[src/rtl/cpu_pkg.sv]
// Shared CPU definitions: datapath width, fetch FSM state encoding and a NOP word.
// Imported by the fetch sequencer and its interface.
package cpu_pkg;

  localparam int unsigned XLEN = 32;

  localparam logic [XLEN-1:0] INSTR_NOP = 32'h0000_0013;

  typedef enum logic [2:0] {
    ST_IDLE   = 3'd0,
    ST_REQ    = 3'd1,
    ST_WAIT   = 3'd2,
    ST_OUT    = 3'd3,
    ST_HALTED = 3'd4
  } fetch_state_e;

  // Where a finished transaction goes: park if halt is requested, else fetch again.
  function automatic fetch_state_e after_transaction(input logic halt_req);
    return halt_req ? ST_HALTED : ST_REQ;
  endfunction

endpackage

[src/rtl/fetch_sequencer_if.sv]
// Fetch-stage bundle: PC control, imem request/response, redirect/halt and the IF/ID handshake.
// master = fetch sequencer, slave = surrounding PC, imem and pipeline logic.
interface fetch_sequencer_if;
  import cpu_pkg::*;

  logic [XLEN-1:0] pc;
  logic            pc_en;
  logic            pc_branch_enable;
  logic            pc_branch_is_relative;
  logic [XLEN-1:0] pc_branch_addr;

  logic            imem_req_valid;
  logic            imem_req_ready;
  logic [XLEN-1:0] imem_req_addr;
  logic            imem_resp_valid;
  logic [XLEN-1:0] imem_resp_data;

  logic            redirect_valid;
  logic            redirect_is_relative;
  logic [XLEN-1:0] redirect_addr;
  logic            halt_req;

  logic            if_valid;
  logic            if_ready;
  logic [XLEN-1:0] if_instr;
  logic [XLEN-1:0] if_pc;
  logic            fetch_error;

  modport master (
    input  pc,
    output pc_en, pc_branch_enable, pc_branch_is_relative, pc_branch_addr,
    output imem_req_valid, imem_req_addr,
    input  imem_req_ready, imem_resp_valid, imem_resp_data,
    input  redirect_valid, redirect_is_relative, redirect_addr, halt_req,
    output if_valid, if_instr, if_pc, fetch_error,
    input  if_ready
  );

  modport slave (
    output pc,
    input  pc_en, pc_branch_enable, pc_branch_is_relative, pc_branch_addr,
    input  imem_req_valid, imem_req_addr,
    output imem_req_ready, imem_resp_valid, imem_resp_data,
    output redirect_valid, redirect_is_relative, redirect_addr, halt_req,
    input  if_valid, if_instr, if_pc, fetch_error,
    output if_ready
  );

endinterface

[src/rtl/fetch_sequencer.sv]
// Instruction-fetch controller: drives program_counter, runs one outstanding imem transaction
// at a time and hands fetched words to decode, with redirect, halt and timeout handling.
module fetch_sequencer
  import cpu_pkg::*;
#(
  parameter int unsigned TIMEOUT = 255
) (
  input logic               clk,
  input logic               rst_n,
  fetch_sequencer_if.master bus
);

  localparam logic [7:0] TIMER_LAST = 8'(TIMEOUT - 1);

  fetch_state_e    state;
  logic            kill;
  logic [7:0]      timer;
  logic [XLEN-1:0] addr_q;
  logic            req_fire;

  // The request must be withdrawn in the very cycle a redirect arrives, so it cannot be registered.
  assign bus.imem_req_valid = (state == ST_REQ) && !bus.redirect_valid;
  assign bus.imem_req_addr  = bus.pc;
  assign req_fire           = bus.imem_req_valid && bus.imem_req_ready;

  assign bus.pc_en                 = bus.redirect_valid || req_fire;
  assign bus.pc_branch_enable      = bus.redirect_valid;
  assign bus.pc_branch_is_relative = bus.redirect_valid && bus.redirect_is_relative;
  assign bus.pc_branch_addr        = bus.redirect_valid ? bus.redirect_addr : '0;

  // NOTE: all state below uses non-blocking assignments so every register samples the
  // pre-edge values of the others; blocking here would create order-dependent simulation.
  always_ff @(posedge clk or negedge rst_n) begin
    if (!rst_n) begin
      state           <= ST_IDLE;
      kill            <= 1'b0;
      timer           <= '0;
      addr_q          <= '0;
      bus.if_valid    <= 1'b0;
      bus.if_instr    <= '0;
      bus.if_pc       <= '0;
      bus.fetch_error <= 1'b0;
    end else begin
      case (state)
        ST_IDLE: begin
          if (!bus.redirect_valid) state <= after_transaction(bus.halt_req);
        end

        ST_REQ: begin
          if (req_fire) begin
            addr_q <= bus.pc;
            timer  <= '0;
            state  <= ST_WAIT;
          end
        end

        ST_WAIT: begin
          if (bus.imem_resp_valid) begin
            // A redirect in the response cycle makes that word stale as well.
            if (kill || bus.redirect_valid) begin
              kill  <= 1'b0;
              state <= after_transaction(bus.halt_req);
            end else begin
              bus.if_valid <= 1'b1;
              bus.if_instr <= bus.imem_resp_data;
              bus.if_pc    <= addr_q;
              state        <= ST_OUT;
            end
          end else if (timer == TIMER_LAST) begin
            bus.fetch_error <= 1'b1;
            kill            <= 1'b0;
            state           <= ST_HALTED;
          end else begin
            timer <= timer + 8'd1;
            if (bus.redirect_valid) kill <= 1'b1;
          end
        end

        ST_OUT: begin
          if (bus.redirect_valid) begin
            bus.if_valid <= 1'b0;
            state        <= ST_REQ;
          end else if (bus.if_ready) begin
            bus.if_valid <= 1'b0;
            state        <= after_transaction(bus.halt_req);
          end
        end

        ST_HALTED: begin
          if (!bus.redirect_valid && !bus.halt_req && !bus.fetch_error) state <= ST_REQ;
        end

        default: state <= ST_IDLE;
      endcase
    end
  end

endmodule

[src/flat_wrapper.sv]
// flat-port wrapper written by rule: the top's interface ports become plain ports
module fetch_sequencer_flat import cpu_pkg::*;
#(
  parameter int unsigned TIMEOUT = 255
)
  (clk, rst_n, bus_pc, bus_pc_en, bus_pc_branch_enable, bus_pc_branch_is_relative, bus_pc_branch_addr, bus_imem_req_valid, bus_imem_req_addr, bus_imem_req_ready, bus_imem_resp_valid, bus_imem_resp_data, bus_redirect_valid, bus_redirect_is_relative, bus_redirect_addr, bus_halt_req, bus_if_valid, bus_if_instr, bus_if_pc, bus_fetch_error, bus_if_ready);
  fetch_sequencer_if bus_i ();
  input logic clk;
  input logic rst_n;
  input wire logic [$bits(bus_i.pc)-1:0] bus_pc;
  output wire logic [$bits(bus_i.pc_en)-1:0] bus_pc_en;
  output wire logic [$bits(bus_i.pc_branch_enable)-1:0] bus_pc_branch_enable;
  output wire logic [$bits(bus_i.pc_branch_is_relative)-1:0] bus_pc_branch_is_relative;
  output wire logic [$bits(bus_i.pc_branch_addr)-1:0] bus_pc_branch_addr;
  output wire logic [$bits(bus_i.imem_req_valid)-1:0] bus_imem_req_valid;
  output wire logic [$bits(bus_i.imem_req_addr)-1:0] bus_imem_req_addr;
  input wire logic [$bits(bus_i.imem_req_ready)-1:0] bus_imem_req_ready;
  input wire logic [$bits(bus_i.imem_resp_valid)-1:0] bus_imem_resp_valid;
  input wire logic [$bits(bus_i.imem_resp_data)-1:0] bus_imem_resp_data;
  input wire logic [$bits(bus_i.redirect_valid)-1:0] bus_redirect_valid;
  input wire logic [$bits(bus_i.redirect_is_relative)-1:0] bus_redirect_is_relative;
  input wire logic [$bits(bus_i.redirect_addr)-1:0] bus_redirect_addr;
  input wire logic [$bits(bus_i.halt_req)-1:0] bus_halt_req;
  output wire logic [$bits(bus_i.if_valid)-1:0] bus_if_valid;
  output wire logic [$bits(bus_i.if_instr)-1:0] bus_if_instr;
  output wire logic [$bits(bus_i.if_pc)-1:0] bus_if_pc;
  output wire logic [$bits(bus_i.fetch_error)-1:0] bus_fetch_error;
  input wire logic [$bits(bus_i.if_ready)-1:0] bus_if_ready;
  assign bus_i.pc = bus_pc;
  assign bus_pc_en = bus_i.pc_en;
  assign bus_pc_branch_enable = bus_i.pc_branch_enable;
  assign bus_pc_branch_is_relative = bus_i.pc_branch_is_relative;
  assign bus_pc_branch_addr = bus_i.pc_branch_addr;
  assign bus_imem_req_valid = bus_i.imem_req_valid;
  assign bus_imem_req_addr = bus_i.imem_req_addr;
  assign bus_i.imem_req_ready = bus_imem_req_ready;
  assign bus_i.imem_resp_valid = bus_imem_resp_valid;
  assign bus_i.imem_resp_data = bus_imem_resp_data;
  assign bus_i.redirect_valid = bus_redirect_valid;
  assign bus_i.redirect_is_relative = bus_redirect_is_relative;
  assign bus_i.redirect_addr = bus_redirect_addr;
  assign bus_i.halt_req = bus_halt_req;
  assign bus_if_valid = bus_i.if_valid;
  assign bus_if_instr = bus_i.if_instr;
  assign bus_if_pc = bus_i.if_pc;
  assign bus_fetch_error = bus_i.fetch_error;
  assign bus_i.if_ready = bus_if_ready;
  fetch_sequencer #(.TIMEOUT(TIMEOUT)) u_core (.clk(clk), .rst_n(rst_n), .bus(bus_i));
endmodule
[config.mk]
export PLATFORM = sky130hd
export DESIGN_NAME = fetch_sequencer_flat
export DESIGN_NICKNAME = d
export VERILOG_FILES = /design/src/rtl/cpu_pkg.sv /design/src/rtl/fetch_sequencer_if.sv /design/src/rtl/fetch_sequencer.sv /design/src/flat_wrapper.sv
export SDC_FILE = /design/constraint.sdc
export NUM_CORES = 1
export LEC_CHECK = 0
export CORE_ASPECT_RATIO = 0.8
export CORE_MARGIN = 3
export CORE_UTILIZATION = 40
export CTS_CLUSTER_SIZE = 10
export DETAILED_ROUTE_END_ITERATION = 16
export GPL_TIMING_DRIVEN = 1
export PLACE_DENSITY_LB_ADDON = 0.2
export SETUP_SLACK_MARGIN = 0.15
export SYNTH_ARGS = -nofsm -noshare
export SYNTH_HDL_FRONTEND = slang
export SYNTH_SLANG_ARGS = --single-unit
export TNS_END_PERCENT = 10
[constraint.sdc]
create_clock -name clk -period 2.3 [get_ports clk]
set_clock_uncertainty 0.2 [all_clocks]
set_input_delay 0.23 -clock clk [delete_from_list [all_inputs] [get_ports clk]]
set_output_delay 0.23 -clock clk [all_outputs]
set_load 0.02 [all_outputs]
==> run metrics, run 1 <==
synth warn 0; TritonCTS clock tree done; largest area contributor in the netlist dfrtp_1; post-route ant nets 0; IO buf count approximately 240; syn nets roughly 540; CTS clock-pin slew for the worst setup and hold paths roughly 0.070 ns; Num CTS Buffers 9; Power Dens Cells roughly 930 nW/µm²; Async SR Flop Fraction 100%; status completed; HP Class in -> async; Avg Cell Area, Syn 11.4 µm²; Hold Vio Cnt, Final 0; Slew headroom a little over two thirds; drt first pass iters 4; routed vias approximately 3,800; synthesized instance count 433; vias in the first global route ~4,000; period utilisation layout approximately 95%; Final Max Slew Viols 0; Clock Latency Late Sink around 0.33 ns; cells along the critical path clkdlybuf4s50_1, buf_4, and2_1, clkdlybuf4s50_1; sequential area share after synthesis a little under three fifths; Final nets 748; Final min period 2.19 ns; CP startpoint kind primary input; wire per inst about 16 µm; Crit path required time 1.87 ns; Routed WL 12,700 µm; share of cells above drive strength 1 around 17%; synth unique cells 46; CP Max Fanout 23; Initial Util 41.9%; Root Buffer clkbuf_16; total grt overflow 0; DIE HEIGHT ~110 µm; Max Fclk between 0.4 and 0.5 GHz; Iteration-0 DRC Markers 170; Placer Congestion 0.807; setup violators final 0; largest net degree at the start of global routing between 60 and 70; core area approximately 12,000 µm²; Setup TNS Final 0 ns; top cell type's share of synthesized area about 56%; Critical Path AT roughly 1.8 ns; EDFF count, synth 0; global-route wire length before repair just over 20,000 µm; final hold slack ~0.19 ns; clock tree buffer depth 2; Area Growth Syn to Fin 53.3%; Max IR drop VDD around 0.00043 V; top cells by area, synth dfrtp_1 56%, mux2_2 14%, nand2_1 7.7%; crit end category output pin; std cell rows 35; Die X-Extent about 130 µm; maxcap violations 0; H-tree depth 3; Residual DRC 0; slowest cell on the critical path clkdlybuf4s50_1; largest stage delay on the critical path 0.61 ns; DP HPWL between 9000 and 10,000 µm; antenna cells 0; die area roughly 14,000 µm²; CP most frequent cell clkdlybuf4s50_1; crit path kind in -> out; Most used DFF post-synth dfrtp_1; GRT Util Overall 18.4%; initial antenna violation count 0; Post-Syn Area 4960 µm²; actual slew at the worst max-slew pin around 0.44 ns; Vias/cell between 4 and 5; Synth Register Bits 110; cell leakage power between 3 and 4 nW; # clock sinks 110; RSZ-0062 raised after global routing true; io pins 238
layout make-up:
cell class              count  area, µm²
clock inverters             6       50.0
clock buffers              10        239
repair buffers            254       2560
multi-input cells         265       1800
inverters                   2       7.51
flip-flops and latches    110       2760
fillers                   934       4230
well taps                 148        185
cells by family (layout without fill, tap and decap cells):
| kind of cell | Yosys count | in the layout | synth area share, % |
|---|---|---|---|
| AND/OR/NAND/NOR | 167 | 167 | 16.3 |
| multiplexers | 65 | 65 | 14.7 |
| AO/OA/AOI/OAI | 30 | 30 | 4.12 |
| flip-flops | 110 | 110 | 55.5 |
| buffers and inverters | 58 | 272 | 8.58 |
| adder cells (fa/ha/maj) | 2 | 2 | 0.505 |
| XOR/XNOR | 1 | 1 | 0.177 |
worst max-delay path, delay by kind of cell:
kind / cells / cell delay [ns]
buffers and inverters: 3 / 1.36
and+or+nand+nor: 1 / 0.16
timing repair:
action,4_1_cts,5_1_grt
gates resized for setup,5,2
hold buffers,1,0
setup buffers,0,0
pin swaps,0,0
endpoints found under the setup margin,35,34
hold endpoints to repair,29,0
flip-flops by register name (all words and copies together) (netlist names):
signal	cells
u_core.addr_q	32
u_core.kill	1
u_core.bus.if_instr	32
u_core.bus.if_valid	1
u_core.state	3
u_core.timer	8
u_core.bus.fetch_error	1
u_core.bus.if_pc	32
metal layers:
metal | track usage (%) | part of all wire [%]
met5 | 0 | 0
met2 | 31.0 | 50
met3 | 4.71 | 6.1
met1 | 24.1 | 43
met4 | 3.74 | 0.88
report_power, final:
part           internal (mW)  switching (mW)
sequential              2.58           0.376
combinational           1.38            1.25
clock                  0.783           0.709
total                   4.74            2.33
cell usage in the layout (no fill, tap or decap), drive strengths merged, types with 2 or more instances in the layout:
cell type	instances
dfrtp	110
mux2	64
a21o	2
nand3b	2
nor2	7
dlymetal6s2s	2
a21oi	5
o22ai	3
nor4b	2
clkdlybuf4s50	231
clkbuf	10
ha	2
inv	6
o211ai	2
nand3	7
nand2b	2
o31ai	2
o21ai	8
nand2	102
dlygate4sd2	3
buf	17
nor2b	2
or4	2
and2	34
worst paths after layout:
| check | cells past startpoint | from | end | slack (ns) |
|---|---|---|---|---|
| hold / removal | 2 | rst_n | u_core.bus.if_pc[1] | 0.19 |
| setup reg to reg | 5 | u_core.state[2] | u_core.timer[7] | 0.24 |
| hold reg to reg | 2 | u_core.addr_q[30] | u_core.addr_q[30] | 0.27 |
| min in group clk | 3 | bus_pc[13] | u_core.addr_q[13] | 0.25 |
| max in group asynchronous | 3 | rst_n | u_core.bus.if_instr[19] | 1.05 |
| setup / recovery | 4 | bus_redirect_valid | bus_pc_branch_addr[17] | 0.11 |
metrics by stage:
stage | setup WS, ns | std cells | utilization (%) | instance area, µm² | total power, mW
3_3_place_gp | 0.0548 | 778 | 61.7 | 7290 | 5.55
6_report | 0.114 | 795 | 64.3 | 7600 | 7.07
2_1_floorplan | 0.322 | 433 | - | 4960 | 4.37
3_5_place_dp | 0.0376 | 778 | 61.7 | 7290 | 5.66
4_1_cts | 0.102 | 795 | 64.2 | 7590 | 7.17
5_1_grt | 0.0202 | 795 | 64.3 | 7600 | 7.52
cell usage after synthesis (3+ instances only):
cell type    n
mux2_1       3
o21ai_0      7
buf_2        7
buf_6        9
nor2_1       7
dfrtp_1    110
nand2_1    102
and2_1      34
a21oi_1      4
buf_4       35
clkbuf_1     5
mux2_2      61
o22ai_1      3
nand3_1      7
No activity file was read; power rests on OpenSTA's default activity.
==> inputs of run 2 (changes only) <==
--- a/config.mk
+++ b/config.mk
@@ -5,6 +5,7 @@
 export SDC_FILE = /design/constraint.sdc
 export NUM_CORES = 1
 export LEC_CHECK = 0
+export ABC_CLOCK_PERIOD_IN_PS = 2300
 export CORE_ASPECT_RATIO = 0.8
 export CORE_MARGIN = 3
 export CORE_UTILIZATION = 40
==> results of run 2 <==
Final layout, timing and power as in run 1 (identical DEF).
==> inputs of run 3 (changes only) <==
--- a/config.mk
+++ b/config.mk
@@ -5,7 +5,7 @@
 export SDC_FILE = /design/constraint.sdc
 export NUM_CORES = 1
 export LEC_CHECK = 0
-export ABC_CLOCK_PERIOD_IN_PS = 2300
+export ABC_CLOCK_PERIOD_IN_PS = 2500
 export CORE_ASPECT_RATIO = 0.8
 export CORE_MARGIN = 3
 export CORE_UTILIZATION = 40
==> constraint.sdc (replaced) <==
create_clock -name clk -period 2.5 [get_ports clk]
set_clock_uncertainty 0.2 [all_clocks]
set_input_delay 0.25 -clock clk [delete_from_list [all_inputs] [get_ports clk]]
set_output_delay 0.25 -clock clk [all_outputs]
set_load 0.02 [all_outputs]
==> run 3 against run 2 <==
Via count fell by 0.55%. Critical path depth stayed put. Sequential share of layout area grew 0.079 points. Core utilization shrank 0.17 points. Register-to-register slack improved by 0.27 ns. Cell area is 0.26% lower. Largest cell class unchanged. Highest routed layer unchanged.
==> run metrics, run 3 (synthesized netlist as in run 1, its figures left out) <==
status completed; Initial Util 41.9% (unchanged); RSZ-0062 raised after global routing false; initial antenna violation count 0 (unchanged); Clock Latency Late Sink 0.35 ns (+0.02 ns); Root Buffer clkbuf_16; DP HPWL 9310 µm (-3.6%); drt first pass iters 4 (unchanged); Critical Path AT 1.82 ns (+0.06 ns); Area Growth Syn to Fin 52.9%; CP Max Fanout 46 (+100%); Placer Congestion 0.777 (-3.7%); share of cells above drive strength 1 15.8% (-0.70 points); core area 11,800 µm² (unchanged); sequential group share of total power 41.6% (-0.2 points); Net Sw Power 2.16 mW (-7.4%); P_int 4.34 mW (-8.4%); Slew headroom 70.8% (about the same); Crit path required time 2.05 ns (+0.18 ns); global-route wire length before repair 20,000 µm (-1.3%); Post-DP Area 7260 µm² (-0.48%); maxcap violations 0 (unchanged); Final Max Slew Viols 0 (unchanged); DIE HEIGHT 106 µm (unchanged); Buf/Inv on CP 3 (unchanged); Num CTS Buffers 9 (unchanged); Comb power frac 37.5% (+0.4 points); sw frac 33.2% (+0.25 points); Residual DRC 0 (unchanged); total grt overflow 0 (unchanged); cells along the critical path clkdlybuf4s50_1, buf_12, and2_1, clkdlybuf4s50_1; Max IR drop VDD 0.000450 V (+4.4%); reg2reg setup slack 0.51 ns (+0.27 ns); Clk pwr share 20.9% (-0.2 points); Power Total 6.50 mW (-8.1%); CP most frequent cell clkdlybuf4s50_1; largest net degree at the start of global routing 62 (unchanged); final hold slack 0.129 ns (-0.0619 ns); Final min period 2.27 ns; crit end category output pin; vias in the first global route 3,908 (-1.3%); Design Area, Final 7580 µm² (-0.26%); clock tree buffer depth 2 (unchanged); CTS clock-pin slew for the worst setup and hold paths 0.07 ns (about the same); most frequent cells in the layout 234 x clkdlybuf4s50_1, 109 x dfrtp_1, 102 x nand2_1; HP Class in -> async; H-tree depth 3 (unchanged); actual slew at the worst max-slew pin 0.439 ns (+0.00276 ns); largest stage delay on the critical path 0.62 ns (about the same); cell leakage power 3.50 nW (-0.70%); Routed WL 12,600 µm (-0.37%); die area 13,800 µm² (unchanged); io pins 238 (unchanged); Power Dens Cells 858 nW/µm² (-7.9%); Post-CTS Setup Repair Bufs 0 (unchanged); IO buf count 237 (unchanged); Max Fclk around 0.44 GHz; CP delay by family, top buffers and inverters; wire per inst 15.9 µm (about the same); Hold Vio Cnt, Final 0 (unchanged); Final nets 745 (-0.40%); Register-to-Register Path Depth 5 (unchanged); TritonCTS clock tree done; CP startpoint kind primary input; crit path kind in -> out; routed vias 3,776 (-0.55%); std cell rows 35 (unchanged); Setup TNS Final 0 ns (unchanged); slowest cell on the critical path clkdlybuf4s50_1; most common cell after layout, fill and taps aside clkdlybuf4s50_1; Largest regs u_core.addr_q x32, u_core.bus.if_instr x32, u_core.bus.if_pc x32; setup violators final 0 (unchanged); GRT Util Overall 18.3% (-0.11 points); Vias/cell 4.77 (-0.18%); post-route ant nets 0 (unchanged); # clock sinks 110 (unchanged); antenna cells 0 (unchanged); Iteration-0 DRC Markers 163 (-4.1%); Die X-Extent 130 µm (unchanged); Crit. path cell count 4 (unchanged); period utilisation layout approximately 90%
[run 3: power groups by stage]
stage          logic [mW]  clock network [mW]  registers [mW]
2_1_floorplan       0.970                   0            3.05
4_1_cts              2.47                1.40            2.71
3_3_place_gp         2.40                   0            2.70
3_5_place_dp         2.45                   0            2.74
5_1_grt              2.63                1.49            2.78
6_report             2.44                1.36            2.71
[run 3: per-stage QoR]
step / setup slack (ns) / util (%) / instances
after floorplan: 0.502 / - / 433
after detailed placement: 0.155 / 61.4 / 775
after CTS: 0.102 / 64.0 / 792
after global routing: 0.167 / 64.1 / 792
after global placement: 0.194 / 61.4 / 775
final: 0.228 / 64.1 / 792
[run 3: repair_timing]
item / in CTS / in global routing
hold endpoints to repair: 110 / 0
gates resized for setup: 2 / 5
setup endpoints to repair: 3 / 35
hold buffers: 1 / 0
[run 3: layout make-up]
type / instances / area [µm²]
clock buffer: 10 / 229
clock inverter: 6 / 51.3
fill: 937 / 4250
inverter: 2 / 7.51
multi-input combinational: 265 / 1810
sequential: 110 / 2750
tap: 148 / 185
timing repair buffer: 251 / 2540
[run 3: final timing paths]
kind / from / to
min in group clk: bus_pc[13] / u_core.addr_q[13]
worst min register to register: u_core.addr_q[15] / u_core.addr_q[15]
worst max register to register: u_core.state[2] / u_core.timer[7]
max in group asynchronous: rst_n / u_core.state[1]
worst min-delay path: rst_n / u_core.bus.if_pc[1]
worst max-delay path: bus_redirect_valid / bus_pc_branch_addr[12]
[run 3: metal layers]
| metal | GRT usage, % | wire (µm) | up-vias |
|---|---|---|---|
| met2 | 31.2 | 6330 | 139 |
| met3 | 5.37 | 779 | 5 |
| met1 | 23.5 | 5430 | 1805 |
| met5 | 0 | 0 | - |
| met4 | 3.01 | 67 | 0 |
| li1 | - | - | 1827 |
